File: config.mk
export PLATFORM = sky130hd
export DESIGN_NAME = pipe_ctrl
export DESIGN_NICKNAME = d
export VERILOG_FILES = /design/src/rtl/pipe_ctrl.sv
export SDC_FILE = /design/constraint.sdc
export NUM_CORES = 1
export LEC_CHECK = 0
export ABC_AREA = 1
export CORE_MARGIN = 2
export CORE_UTILIZATION = 45
export DETAILED_ROUTE_END_ITERATION = 10
export GPL_TIMING_DRIVEN = 0
export PLACE_DENSITY_LB_ADDON = 0.15
export SLEW_MARGIN = 20
export SYNTH_ARGS = -nofsm -noshare
export SYNTH_HDL_FRONTEND = slang
export SYNTH_SLANG_ARGS = --single-unit
File: constraint.sdc
create_clock -name clk -period 2.5 [get_ports clk]
set_input_delay 0.5 -clock clk [delete_from_list [all_inputs] [get_ports clk]]
set_output_delay 0.5 -clock clk [all_outputs]
set_load 0.01 [all_outputs]
File: src/rtl/pipe_ctrl.sv
// Pipeline hazard and sequencing controller for the 5-stage core.
// Produces per-stage-register hold (stall_o) and bubble (flush_o) controls,
// resolving exceptions, data-memory waits, multi-cycle divide, load-use
// hazards and fetch waits by fixed priority. Also tracks divide occupancy
// and keeps a saturating count of stalled cycles.
module pipe_ctrl #(
  parameter int DIV_CYCLES = 32
) (
  input  logic        clk,
  input  logic        rst,
  input  logic        exc_i,
  input  logic        dmem_busy_i,
  input  logic        div_start_i,
  input  logic        load_use_i,
  input  logic        imem_busy_i,
  output logic [4:0]  stall_o,
  output logic [4:0]  flush_o,
  output logic        div_busy_o,
  output logic        div_abort_o,
  output logic [31:0] stall_cnt_o
);

  typedef enum logic {
    RUN = 1'b0,
    DIV = 1'b1
  } state_t;

  localparam logic [5:0] DIV_LOAD = 6'(DIV_CYCLES - 1);

  state_t     state;
  state_t     state_next;
  logic [5:0] cnt;
  logic [5:0] cnt_next;

  assign div_busy_o = (state == DIV);

  // Fixed-priority hazard resolution; exactly one case drives the controls
  always_comb begin
    stall_o     = 5'b00000;
    flush_o     = 5'b00000;
    div_abort_o = 1'b0;
    if (rst) begin
      flush_o = 5'b11110;
    end else if (exc_i) begin
      flush_o     = 5'b11110;
      div_abort_o = (state == DIV);
    end else if (dmem_busy_i) begin
      stall_o = 5'b01111;
      flush_o = 5'b10000;
    end else if (state == DIV && cnt != 6'd0) begin
      stall_o = 5'b00111;
      flush_o = 5'b01000;
    end else if (load_use_i) begin
      stall_o = 5'b00011;
      flush_o = 5'b00100;
    end else if (imem_busy_i) begin
      stall_o = 5'b00001;
      flush_o = 5'b00010;
    end
  end

  // Divide sequencing: count down, then release once memory is not holding EX/MEM
  always_comb begin
    state_next = state;
    cnt_next   = cnt;
    if (exc_i) begin
      state_next = RUN;
      cnt_next   = 6'd0;
    end else begin
      case (state)
        RUN: begin
          if (div_start_i) begin
            state_next = DIV;
            cnt_next   = DIV_LOAD;
          end
        end
        DIV: begin
          if (cnt != 6'd0) begin
            cnt_next = cnt - 6'd1;
          end else if (!dmem_busy_i) begin
            state_next = RUN;
          end
        end
        default: begin
          state_next = RUN;
          cnt_next   = 6'd0;
        end
      endcase
    end
  end

  // State and divide counter registers
  always_ff @(posedge clk) begin
    if (rst) begin
      state <= RUN;
      cnt   <= 6'd0;
    end else begin
      state <= state_next;
      cnt   <= cnt_next;
    end
  end

  // Saturating count of cycles in which any stage register was held
  always_ff @(posedge clk) begin
    if (rst) begin
      stall_cnt_o <= 32'd0;
    end else if ((stall_o != 5'b00000) && (stall_cnt_o != 32'hFFFF_FFFF)) begin
      stall_cnt_o <= stall_cnt_o + 32'd1;
    end
  end

endmodule

==> summary.md, run 1 <==
| Metric | Value |
|---|---|
| Routed WL | `7505 um` |
| Delay of the slowest critical-path stage | `0.46 ns` |
| Syn Inst Count | `447` |
| First-pass GRT wire length | `12570 um` |
| Synthesized area per cell | `6.385 um^2` |
| DRC violations left | `0` |
| Slowest stage cell, crit path | `clkdlybuf4s50_1` |
| DR WL/cell | `12.83 um` |
| Worst Max-Slew Pin Slew | `0.6315 ns` |
| Synth Area in Compound Gates | `9.294%` |
| CTS Buf Count | `5` |
| Netlist cell types | `31` |
| Mapped cell area | `0.002854 mm^2` |
| Maximum VDD drop | `243.2 uV` |
| Clock network power share | `40.2%` |
| CTS Root Buffer Type | `clkbuf_8` |
| FP Rows | `29` |
| Area Growth Syn to Fin | `26.87%` |
| Layout cells sized above 1 | `16.34%` |
| CTS sink cnt | `39` |
| Top_reg_cell synth | `dfxtp_1` |
| R2r setup slk | `0.50 ns` |
| Crit path time final | `2.416 ns` |
| Startpoint Class | `primary input` |
| Fin. Hold Viols | `0` |
| HPWL after DPL | `5831 um` |
| GRT Util Overall | `21.79%` |
| Sum Neg Setup Slack | `0 ns` |
| Die Ht | `83.64 um` |
| Min-delay worst type | `reg -> reg` |
| # hold bufs at CTS | `0` |
| Core Util, Final | `58.02%` |
| WP data arrival | `1.92 ns` |
| Fmax | `413.9 MHz` |
| Seq/Total Area, Yosys | `27.36%` |
| CTS tree | `yes` |
| Clock slew at reported path FFs | `0.08 ns` |
| Layout net count | `517` |
| Async SR Flop Fraction | `0%` |
| Final Wtd Congestion | `0.9866` |
| Synth top cells by count | `nand2_1 (129), nor2_1 (72), inv_1 (47)` |
| Buffers & Inverters on Critical Path | `4` |
| Post-synthesis simple-gate area fraction | `47.26%` |
| CORE AREA | `0.006241 mm^2` |
| Count leader, synth | `nand2_1` |
| Chip width | `83.64 um` |
| Maxcap violations | `0` |
| Post-synthesis mux area share | `0%` |
| Skew-Pair Late Insertion Delay | `0.29 ns` |
| Via/cell ratio | `5.068` |
| Int Pwr | `1.032 mW` |
| Synth top area cells | `dfxtp_1 (27%), nand2_1 (17%), nor2_1 (9.5%)` |
| Htree depth | `2` |
| Final setup vio count | `0` |
| WS Path Type | `in -> out` |
| Crit-path max FO | `10` |
| Seq cells post-synth | `39` |
| Max-slew violation count | `0` |
| Detail Route Antenna Nets | `0` |
| PD cells | `381.7 mW/mm^2` |
| Yosys warnings | `0` |
| CP delay by family, top | `buffers and inverters` |
| Vias in the first global route | `2710` |
| Routed via count | `2965` |
| Worst path cell trace | `clkdlybuf4s50_1, nor2_4, o21ai_1, nand2_4, buf_8, buf_12, clkdlybuf4s15_2` |
| Final period util | `96.63%` |
| Adder-cell share of the synthesized area | `1.315%` |
| Crit end category | `output pin` |
| Share of the synthesized area in the top cell type | `27.36%` |
| Largest family of logic cells by synthesized area | `simple AND/OR/NAND/NOR gates` |
| Antenna Cells | `0` |
| P_leak | `1.233 nW` |
| Switching share of total power | `25.33%` |
| PnR worst setup slack | `0.08422 ns` |
| Part of the power in registers | `46.4%` |
| Switching pwr | `350.1 uW` |
| Slew margin rel. | `57.90%` |
| Pin count of the biggest net entering global routing | `13` |
| Clock Path Buffers | `2` |
| First DRT Iteration DRCs | `217` |
| WP data required | `2.00 ns` |
| # IOs | `51` |
| Number of flops mapped to enable cells by yosys | `0` |
| Pre-CTS WS | `-0.3859 ns` |
| XOR/XNOR share of the synthesized area | `3.683%` |
| Port bufs | `47` |
| Status | `finished, final reports clean` |
| Yosys top cell by area | `dfxtp_1` |
| Full die area | `0.006995 mm^2` |
| First-pass DRT Iterations | `5` |
| Global route total overflow | `0` |
| Initial Util | `45.73%` |
| Initial antenna violation count | `0` |
| Comb pwr share | `13.4%` |
| Clk_skew | `0.005767 ns` |
[power by group through the flow]
stage                     clock (mW)  combinational, mW  sequential, mW
after detailed placement           0              0.169           0.656
final                          0.555              0.185           0.642
after CTS                      0.572              0.173           0.642
after global placement             0              0.167           0.656
after floorplan                    0              0.110           0.656
after global routing           0.595              0.203           0.644
[per-layer routing]
| layer | global-route usage, % | up-vias | wire length, um |
|---|---|---|---|
| met3 | 3.660 | 14 | 314 |
| met1 | 29.43 | 1332 | 3514 |
| li1 | - | 1541 | - |
| met5 | 0 | - | 0 |
| met4 | 7.038 | 0 | 146 |
| met2 | 35.42 | 78 | 3528 |
[final timing paths]
path / to / from / cells past startpoint
hold / removal: cnt[5]$_SDFFE_PP0P_ / cnt[5]$_SDFFE_PP0P_ / 1
setup reg to reg: stall_cnt_o[11]$_SDFFE_PP0P_ / stall_cnt_o[0]$_SDFFE_PP0P_ / 10
hold reg to reg: cnt[5]$_SDFFE_PP0P_ / cnt[5]$_SDFFE_PP0P_ / 1
setup / recovery: stall_o[0] / exc_i / 7
[metrics by stage]
stage | hold WS, ns | power (mW) | cell area (um^2) | std cells
6_report | 0.4724 | 1.382 | 3621 | 585
5_1_grt | 0.4986 | 1.441 | 3621 | 585
4_1_cts | 0.4737 | 1.387 | 3566 | 581
3_5_place_dp | 0.4599 | 0.8256 | 3425 | 572
3_3_place_gp | 0.4547 | 0.8234 | 3425 | 572
2_1_floorplan | 0.4374 | 0.7658 | 2858 | 448
[cell families (layout without fill, tap and decap cells)]
logic type	count (synthesis)	in the layout
XOR/XNOR	12	12
other	1	2
AND/OR/NAND/NOR	287	287
buffers and inverters	65	125
adder cells (fa/ha/maj)	3	3
flip-flops	39	39
AO/OA/AOI/OAI	40	40
[worst register-to-register path: stages (launching register included)]
cell and delay, ns:
dfxtp_1 0.43, ha_1 0.30, nand2_2 0.12, nor2_4 0.17
nand2_4 0.09, nor2_4 0.16, nand3_4 0.11, buf_6 0.17
buf_6 0.16, nand3_2 0.08, a21oi_1 0.06
[cells in the final DEF, fill, tap and decap left out, types with 2 or more instances in the layout]
| master | count |
|---|---|
| nand2_1 | 126 |
| nor2_1 | 72 |
| inv_1 | 47 |
| clkdlybuf4s50_1 | 42 |
| dfxtp_1 | 39 |
| nand3_1 | 35 |
| nand3_2 | 19 |
| a21oi_2 | 16 |
| nand4_1 | 13 |
| o21ai_0 | 10 |
| a21oi_1 | 10 |
| nand2_2 | 9 |
| buf_4 | 7 |
| xor2_1 | 6 |
| xnor2_1 | 6 |
| clkbuf_8 | 6 |
| buf_2 | 4 |
| nor2_4 | 4 |
| buf_6 | 4 |
| nand2_4 | 3 |
| ha_1 | 3 |
| nor2_2 | 2 |
| buf_8 | 2 |
| nor3_1 | 2 |
| a31oi_1 | 2 |
| conb_1 | 2 |
| dlygate4sd2_1 | 2 |
| dlymetal6s2s_1 | 2 |
[layout make-up]
cell class              count  area [um^2]
fillers                   633         2620
clock buffers               6        82.58
inverters                  50        190.2
clock inverters             2        35.03
repair buffers             52        511.7
well taps                  77        96.34
plain buffers              15        137.6
flip-flops and latches     39        780.7
multi-input cells         344         1787
[flip-flops by register name, summed over array words and instances (netlist names)]
name         flops
cnt              6
div_busy_o       1
stall_cnt_o     32
[repair_timing]
| action | CTS | global route |
|---|---|---|
| gates resized for setup | 10 | 9 |
| setup endpoints to repair | 4 | 4 |
| pin swaps | 1 | 1 |
| setup buffers | 1 | 4 |
Note: power is estimated with default switching activity, not from simulation.
==> run 2: changes to the inputs <==
--- a/config.mk
+++ b/config.mk
@@ -6,10 +6,10 @@
 export NUM_CORES = 1
 export LEC_CHECK = 0
 export ABC_AREA = 1
-export CORE_MARGIN = 2
 export CORE_UTILIZATION = 45
 export DETAILED_ROUTE_END_ITERATION = 10
 export GPL_TIMING_DRIVEN = 0
+export MAX_ROUTING_LAYER = met4
 export PLACE_DENSITY_LB_ADDON = 0.15
 export SLEW_MARGIN = 20
 export SYNTH_ARGS = -nofsm -noshare
==> run 2 against run 1 <==
Against the previous run:
- flip-flop and latch count stayed put
- setup slack worse by 0.021 ns
- sequential power hardly changed
- maximum frequency shrank 0.87%
- routed wire length decreased by 1.2%
- hold slack worse by 0.0021 ns
- combinational power shrank 6%
- global-route usage grew 2.9 points
- first-iteration DRC count decreased by 50%
- sequential share of layout area increased by 0.44 points
- clock power shrank 19%
- register-to-register slack better by 0.04 ns
==> summary.md, run 2 (synthesis gave the netlist of run 1 again) <==
| Metric | Value |
|---|---|
| Chip width | `81.64 um (was 83.64 um)` |
| Worst path cell trace | `clkdlybuf4s50_1, nor2_4, buf_4, buf_4, nand2_1, clkdlybuf4s50_1 (was clkdlybuf4s50_1, nor2_4, o21ai_1, nand2_4, buf_8, buf_12, clkdlybuf4s15_2)` |
| Maximum VDD drop | `276.0 uV (was 243.2 uV)` |
| Layout net count | `513 (was 517)` |
| FILL cells | `598 (was 633)` |
| Switching share of total power | `27.44% (was 25.33%)` |
| First DRT Iteration DRCs | `109 (was 217)` |
| Maxcap violations | `0 (unchanged)` |
| Detail Route Antenna Nets | `0 (unchanged)` |
| # IOs | `51 (unchanged)` |
| PD cells | `356.1 mW/mm^2 (was 381.7 mW/mm^2)` |
| Layout cells sized above 1 | `15.11% (was 16.34%)` |
| Fin area | `0.003548 mm^2 (was 0.003621 mm^2)` |
| CTS sink cnt | `39 (unchanged)` |
| DRC violations left | `0 (unchanged)` |
| Routed WL | `7417 um (was 7505 um)` |
| RSZ-0062 raised after global routing | `yes` |
| Via/cell ratio | `5.054 (was 5.068)` |
| GRT Max-Usage Layer | `met2 (unchanged)` |
| Slew margin rel. | `56.84% (was 57.90%)` |
| CTS Root Buffer Type | `clkbuf_8 (unchanged)` |
| Switching pwr | `346.7 uW (was 350.1 uW)` |
| Clock Path Buffers | `2 (unchanged)` |
| Die Ht | `81.64 um (was 83.64 um)` |
| Global route total overflow | `0 (unchanged)` |
| Clk_skew | `0.01324 ns (was 0.005767 ns)` |
| WP data arrival | `1.94 ns (was 1.92 ns)` |
| FP Rows | `28 (was 29)` |
| Placed cell area | `0.003422 mm^2 (was 0.003425 mm^2)` |
| Crit end category | `output pin (unchanged)` |
| Htree depth | `2 (unchanged)` |
| Clock slew at reported path FFs | `0.07 ns (was 0.08 ns)` |
| Fmax | `410.3 MHz (was 413.9 MHz)` |
| Fin. Hold Viols | `0 (unchanged)` |
| Part of the power in registers | `50.8% (was 46.4%)` |
| Min-delay worst type | `reg -> reg (unchanged)` |
| Pin count of the biggest net entering global routing | `12 (was 13)` |
| DR WL/cell | `12.83 um (about the same)` |
| Comb pwr share | `13.7% (was 13.4%)` |
| GRT Util Overall | `24.71% (was 21.79%)` |
| CTS tree | `yes (unchanged)` |
| Worst Max-Slew Pin Slew | `0.6473 ns (was 0.6315 ns)` |
| Most common cell after layout, fill and taps aside | `nand2_1 (unchanged)` |
| First-pass GRT wire length | `12290 um (was 12570 um)` |
| Inst Count DP | `570 (was 572)` |
| Max reg flops | `32 (unchanged)` |
| First-pass DRT Iterations | `5 (unchanged)` |
| Delay of the slowest critical-path stage | `0.53 ns (was 0.46 ns)` |
| Antenna Cells | `0 (unchanged)` |
| Largest register by flop count | `stall_cnt_o (unchanged)` |
| Final period util | `97.48% (was 96.63%)` |
| Layout Cells excl Fill | `578 (was 585)` |
| Hold WS | `0.4703 ns (was 0.4724 ns)` |
| # hold bufs at CTS | `0 (unchanged)` |
| WS Path Type | `in -> out (unchanged)` |
| Slowest stage cell, crit path | `clkdlybuf4s50_1 (unchanged)` |
| GR Layer Usage met3 | `3.556% (was 3.660%)` |
| Full die area | `0.006664 mm^2 (was 0.006995 mm^2)` |
| WP data required | `2.00 ns (about the same)` |
| HPWL after DPL | `5784 um (was 5831 um)` |
| Int Pwr | `916.9 uW (was 1.032 mW)` |
| GR Util met2 | `41.17% (was 35.42%)` |
| Area Growth Syn to Fin | `24.33% (was 26.87%)` |
| Skew-Pair Late Insertion Delay | `0.30 ns (was 0.29 ns)` |
| Final Wtd Congestion | `0.9356 (was 0.9866)` |
| CORE AREA | `0.006026 mm^2 (was 0.006241 mm^2)` |
| GR Layer Usage met1 | `30.70% (was 29.43%)` |
| Max-slew violation count | `0 (unchanged)` |
| P_leak | `1.198 nW (was 1.233 nW)` |
| Commonest non-fill, non-tap cells in the layout | `nand2_1 (128), nor2_1 (71), inv_1 (47) (was nand2_1 (126), nor2_1 (72), inv_1 (47))` |
| Status | `finished, final reports clean (unchanged)` |
| Startpoint Class | `primary input (unchanged)` |
| Final setup vio count | `0 (unchanged)` |
| Initial antenna violation count | `0 (unchanged)` |
| Clock network power share | `35.5% (was 40.2%)` |
| Initial Util | `47.36% (was 45.73%)` |
| Crit path time final | `2.437 ns (was 2.416 ns)` |
| CTS Buf Count | `5 (unchanged)` |
| Vias in the first global route | `2634 (was 2710)` |
| Port bufs | `47 (unchanged)` |
| Routed via count | `2921 (was 2965)` |
| Crit-path max FO | `3 (was 10)` |
-- run 2: layer usage --
layer	wire, um	share of wire [%]
met1	3552	48
met2	3478	47
met3	249	3.4
met4	136	1.8
met5	0	0
-- run 2: cell type report --
type,instances,area [um^2],area share [%]
Sequential cell,39,780.7,22.00
Multi-Input combinational cell,344,1779,50.14
Timing Repair Buffer,49,491.7,13.86
Clock inverter,1,5.005,0.1410
Clock buffer,6,82.58,2.327
Buffer,14,122.6,3.456
Inverter,50,192.7,5.430
Tap cell,75,93.84,2.645
-- run 2: worst max-delay path, delay by kind of cell --
| family | cells | cell delay [ns] |
|---|---|---|
| buffers and inverters | 4 | 1.32 |
| and+or+nand+nor | 2 | 0.12 |
-- run 2: final timing paths --
path	from	endpoint	slack, ns	depth (start not counted)
worst max-delay path	exc_i	flush_o[4]	0.06	6
worst min-delay path	cnt[5]$_SDFFE_PP0P_	cnt[5]$_SDFFE_PP0P_	0.47	1
worst max register to register	stall_cnt_o[0]$_SDFFE_PP0P_	stall_cnt_o[31]$_SDFFE_PP0P_	0.54	10
worst min register to register	cnt[5]$_SDFFE_PP0P_	cnt[5]$_SDFFE_PP0P_	0.47	1
-- run 2: power groups by stage --
stage | Combinational [mW] | Clock, mW | Sequential, mW
2_1_floorplan | 0.110 | 0 | 0.656
3_3_place_gp | 0.168 | 0 | 0.656
3_5_place_dp | 0.170 | 0 | 0.656
4_1_cts | 0.172 | 0.461 | 0.642
5_1_grt | 0.192 | 0.479 | 0.643
6_report | 0.174 | 0.448 | 0.642
-- run 2: stage by stage --
stage	util [%]	setup TNS (ns)	power [mW]	setup WS, ns
6_report	58.89	0	1.264	0.06295
5_1_grt	58.89	-0.02078	1.315	-0.02078
4_1_cts	58.51	-0.001763	1.275	-0.001763
3_5_place_dp	56.79	-0.8378	0.8262	-0.3722
3_3_place_gp	56.79	-0.8127	0.8235	-0.3614
2_1_floorplan	-	0	0.7658	0.6220
-- run 2: what timing repair did --
item	in CTS	in global routing
gates resized for setup	11	6
buffers inserted	0	2
endpoints found under the setup margin	4	4
pin swaps	0	1
==> run 3: changes to the inputs <==
--- a/config.mk
+++ b/config.mk
@@ -7,6 +7,7 @@
 export LEC_CHECK = 0
 export ABC_AREA = 1
 export CORE_UTILIZATION = 45
+export CTS_BUF_LIST = sky130_fd_sc_hd__clkbuf_2
 export DETAILED_ROUTE_END_ITERATION = 10
 export GPL_TIMING_DRIVEN = 0
 export MAX_ROUTING_LAYER = met4
==> run 3 against run 2 <==
Against the previous run:
- flip-flop and latch count is the same
- power shrank 12%
- register-to-register slack about the same
- die area did not move
- clock power is 38% lower
- design area shrank 0.71%
- hold slack worse by 0.14 ns
- maximum frequency decreased by 0.77%
- final cell count unchanged
- critical path type unchanged
==> summary.md, run 3 (synthesis gave the netlist of run 1 again) <==
| Metric | Value |
|---|---|
| Status | `finished, final reports clean (unchanged)` |
| Via/cell ratio | `5.012 (was 5.054)` |
| RSZ-0062 raised after global routing | `yes (unchanged)` |
| Crit path time final | `2.456 ns (was 2.437 ns)` |
| Max-slew violation count | `0 (unchanged)` |
| R2r setup slk | `0.53 ns (was 0.54 ns)` |
| Maximum VDD drop | `252.4 uV (was 276.0 uV)` |
| Full die area | `0.006664 mm^2 (unchanged)` |
| Skew-Pair Late Insertion Delay | `0.43 ns (was 0.30 ns)` |
| Clk_skew | `0.02639 ns (was 0.01324 ns)` |
| Final Wtd Congestion | `0.9356 (unchanged)` |
| Worst path cell trace | `clkdlybuf4s50_1, nor2_4, o21ai_0, nand2_4, buf_12, clkdlybuf4s15_2 (was clkdlybuf4s50_1, nor2_4, buf_4, buf_4, nand2_1, clkdlybuf4s50_1)` |
| Inst Count DP | `570 (unchanged)` |
| Layout net count | `513 (unchanged)` |
| Max reg flops | `32 (unchanged)` |
| Clock slew at reported path FFs | `0.21 ns (was 0.07 ns)` |
| Routed WL | `7471 um (was 7417 um)` |
| CTS Root Buffer Type | `clkbuf_2 (was clkbuf_8)` |
| HPWL after DPL | `5784 um (unchanged)` |
| Detail Route Antenna Nets | `0 (unchanged)` |
| Slowest stage cell, crit path | `clkdlybuf4s50_1 (unchanged)` |
| Commonest non-fill, non-tap cells in the layout | `nand2_1 (126), nor2_1 (71), inv_1 (46) (was nand2_1 (128), nor2_1 (71), inv_1 (47))` |
| Final period util | `98.24% (was 97.48%)` |
| Power, Total | `1.108 mW (was 1.264 mW)` |
| # IOs | `51 (unchanged)` |
| Layout cells sized above 1 | `16.30% (was 15.11%)` |
| Crit end category | `output pin (unchanged)` |
| Maxcap violations | `0 (unchanged)` |
| GRT Util Overall | `24.97% (was 24.71%)` |
| Pin count of the biggest net entering global routing | `12 (unchanged)` |
| CTS Buf Count | `5 (unchanged)` |
| Pre-CTS WS | `-0.3722 ns (unchanged)` |
| FILL cells | `608 (was 598)` |
| Htree depth | `2 (unchanged)` |
| Fin. Hold Viols | `0 (unchanged)` |
| DRC violations left | `0 (unchanged)` |
| First-pass DRT Iterations | `4 (was 5)` |
| Worst Max-Slew Pin Slew | `0.6448 ns (was 0.6473 ns)` |
| Routed via count | `2897 (was 2921)` |
| Port bufs | `47 (unchanged)` |
| CTS sink cnt | `39 (unchanged)` |
| Antenna Cells | `0 (unchanged)` |
| Die Ht | `81.64 um (unchanged)` |
| Slew margin rel. | `57.01% (was 56.84%)` |
| Hold WS | `0.3337 ns (was 0.4703 ns)` |
| Final setup vio count | `0 (unchanged)` |
| PD cells | `314.6 mW/mm^2 (was 356.1 mW/mm^2)` |
| CTS tree | `yes (unchanged)` |
| Most common cell after layout, fill and taps aside | `nand2_1 (unchanged)` |
| Crit-path max FO | `13 (was 3)` |
| Register Area | `783.3 um^2 (was 780.7 um^2)` |
| Delay of the slowest critical-path stage | `0.46 ns (was 0.53 ns)` |
| Placed cell area | `0.003422 mm^2 (unchanged)` |
| Layout Cells excl Fill | `578 (unchanged)` |
| Min-delay worst type | `in -> reg (was reg -> reg)` |
| Area Growth Syn to Fin | `23.45% (was 24.33%)` |
| WS Path Type | `in -> out (unchanged)` |
| PnR worst setup slack | `0.04397 ns (was 0.06295 ns)` |
| Startpoint Class | `primary input (unchanged)` |
| First DRT Iteration DRCs | `133 (was 109)` |
| First-pass GRT wire length | `12390 um (was 12290 um)` |
| WP data arrival | `1.96 ns (was 1.94 ns)` |
| Global route total overflow | `0 (unchanged)` |
| Largest register by flop count | `stall_cnt_o (unchanged)` |
| Fmax | `407.2 MHz (was 410.3 MHz)` |
| Initial Util | `47.36% (unchanged)` |
| Fin area | `0.003523 mm^2 (was 0.003548 mm^2)` |
| Chip width | `81.64 um (unchanged)` |
| Multi-input logic area | `0.001814 mm^2 (was 0.001779 mm^2)` |
| DR WL/cell | `12.93 um (was 12.83 um)` |
| Initial antenna violation count | `0 (unchanged)` |
| CORE AREA | `0.006026 mm^2 (unchanged)` |
| Vias in the first global route | `2674 (was 2634)` |
| Clock Path Buffers | `2 (unchanged)` |
| WP data required | `2.00 ns (about the same)` |
| FP Rows | `28 (unchanged)` |
| P_leak | `1.166 nW (was 1.198 nW)` |
==> run 3: path summary, 6_finish.rpt <==
path,from,end,depth (start not counted)
hold reg to reg,cnt[5]$_SDFFE_PP0P_,cnt[5]$_SDFFE_PP0P_,1
setup / recovery,exc_i,stall_o[0],6
hold / removal,rst,stall_cnt_o[3]$_SDFFE_PP0P_,2
setup reg to reg,stall_cnt_o[0]$_SDFFE_PP0P_,stall_cnt_o[31]$_SDFFE_PP0P_,10
==> run 3: worst max-delay path: cells and delay by family <==
| family | cells | cell delay [ns] |
|---|---|---|
| buffers and inverters | 3 | 0.86 |
| AOI/OAI and AO/OA | 1 | 0.18 |
| and+or+nand+nor | 2 | 0.42 |
==> run 3: power by group <==
group          total [mW]  leakage (nW)  switching [mW]  internal (mW)
combinational       0.184         0.824           0.110         0.0739
sequential          0.645         0.316          0.0121          0.633
clock               0.279        0.0262           0.220         0.0590
==> run 3: layout make-up <==
type / count / share of cell area (%)
buffer: 14 / 3.480
clock buffer: 5 / 0.7102
clock inverter: 2 / 0.2486
multi-input combinational: 344 / 51.49
inverter: 50 / 5.398
tap: 75 / 2.663
timing repair buffer: 49 / 13.78
sequential: 39 / 22.23
==> run 3: what timing repair did <==
item / in CTS / in global routing
resized for setup: 19 / 8
hold buffers: 0 / 0
pin swaps: 0 / 1
setup buffers: 0 / 2
setup endpoints to repair: 7 / 4
==> run 3: per-layer routing <==
metal  wire length, um  vias to the layer above  global-route usage, %  part of all wire [%]
li1                  -                     1527                      -                     -
met5                 0                        -                      -                     0
met4               122                        0                  8.070                   1.6
met3               255                       11                  4.000                   3.4
met2              3569                       48                  41.83                    48
met1              3523                     1311                  30.50                    47
==> run 3: stage by stage <==
step | TNS, ns | util, %
after global placement | -0.8127 | 56.79
after floorplan | 0 | -
after CTS | -0.03183 | 57.87
after global routing | -0.07115 | 58.47
after detailed placement | -0.8378 | 56.79
final | 0 | 58.47
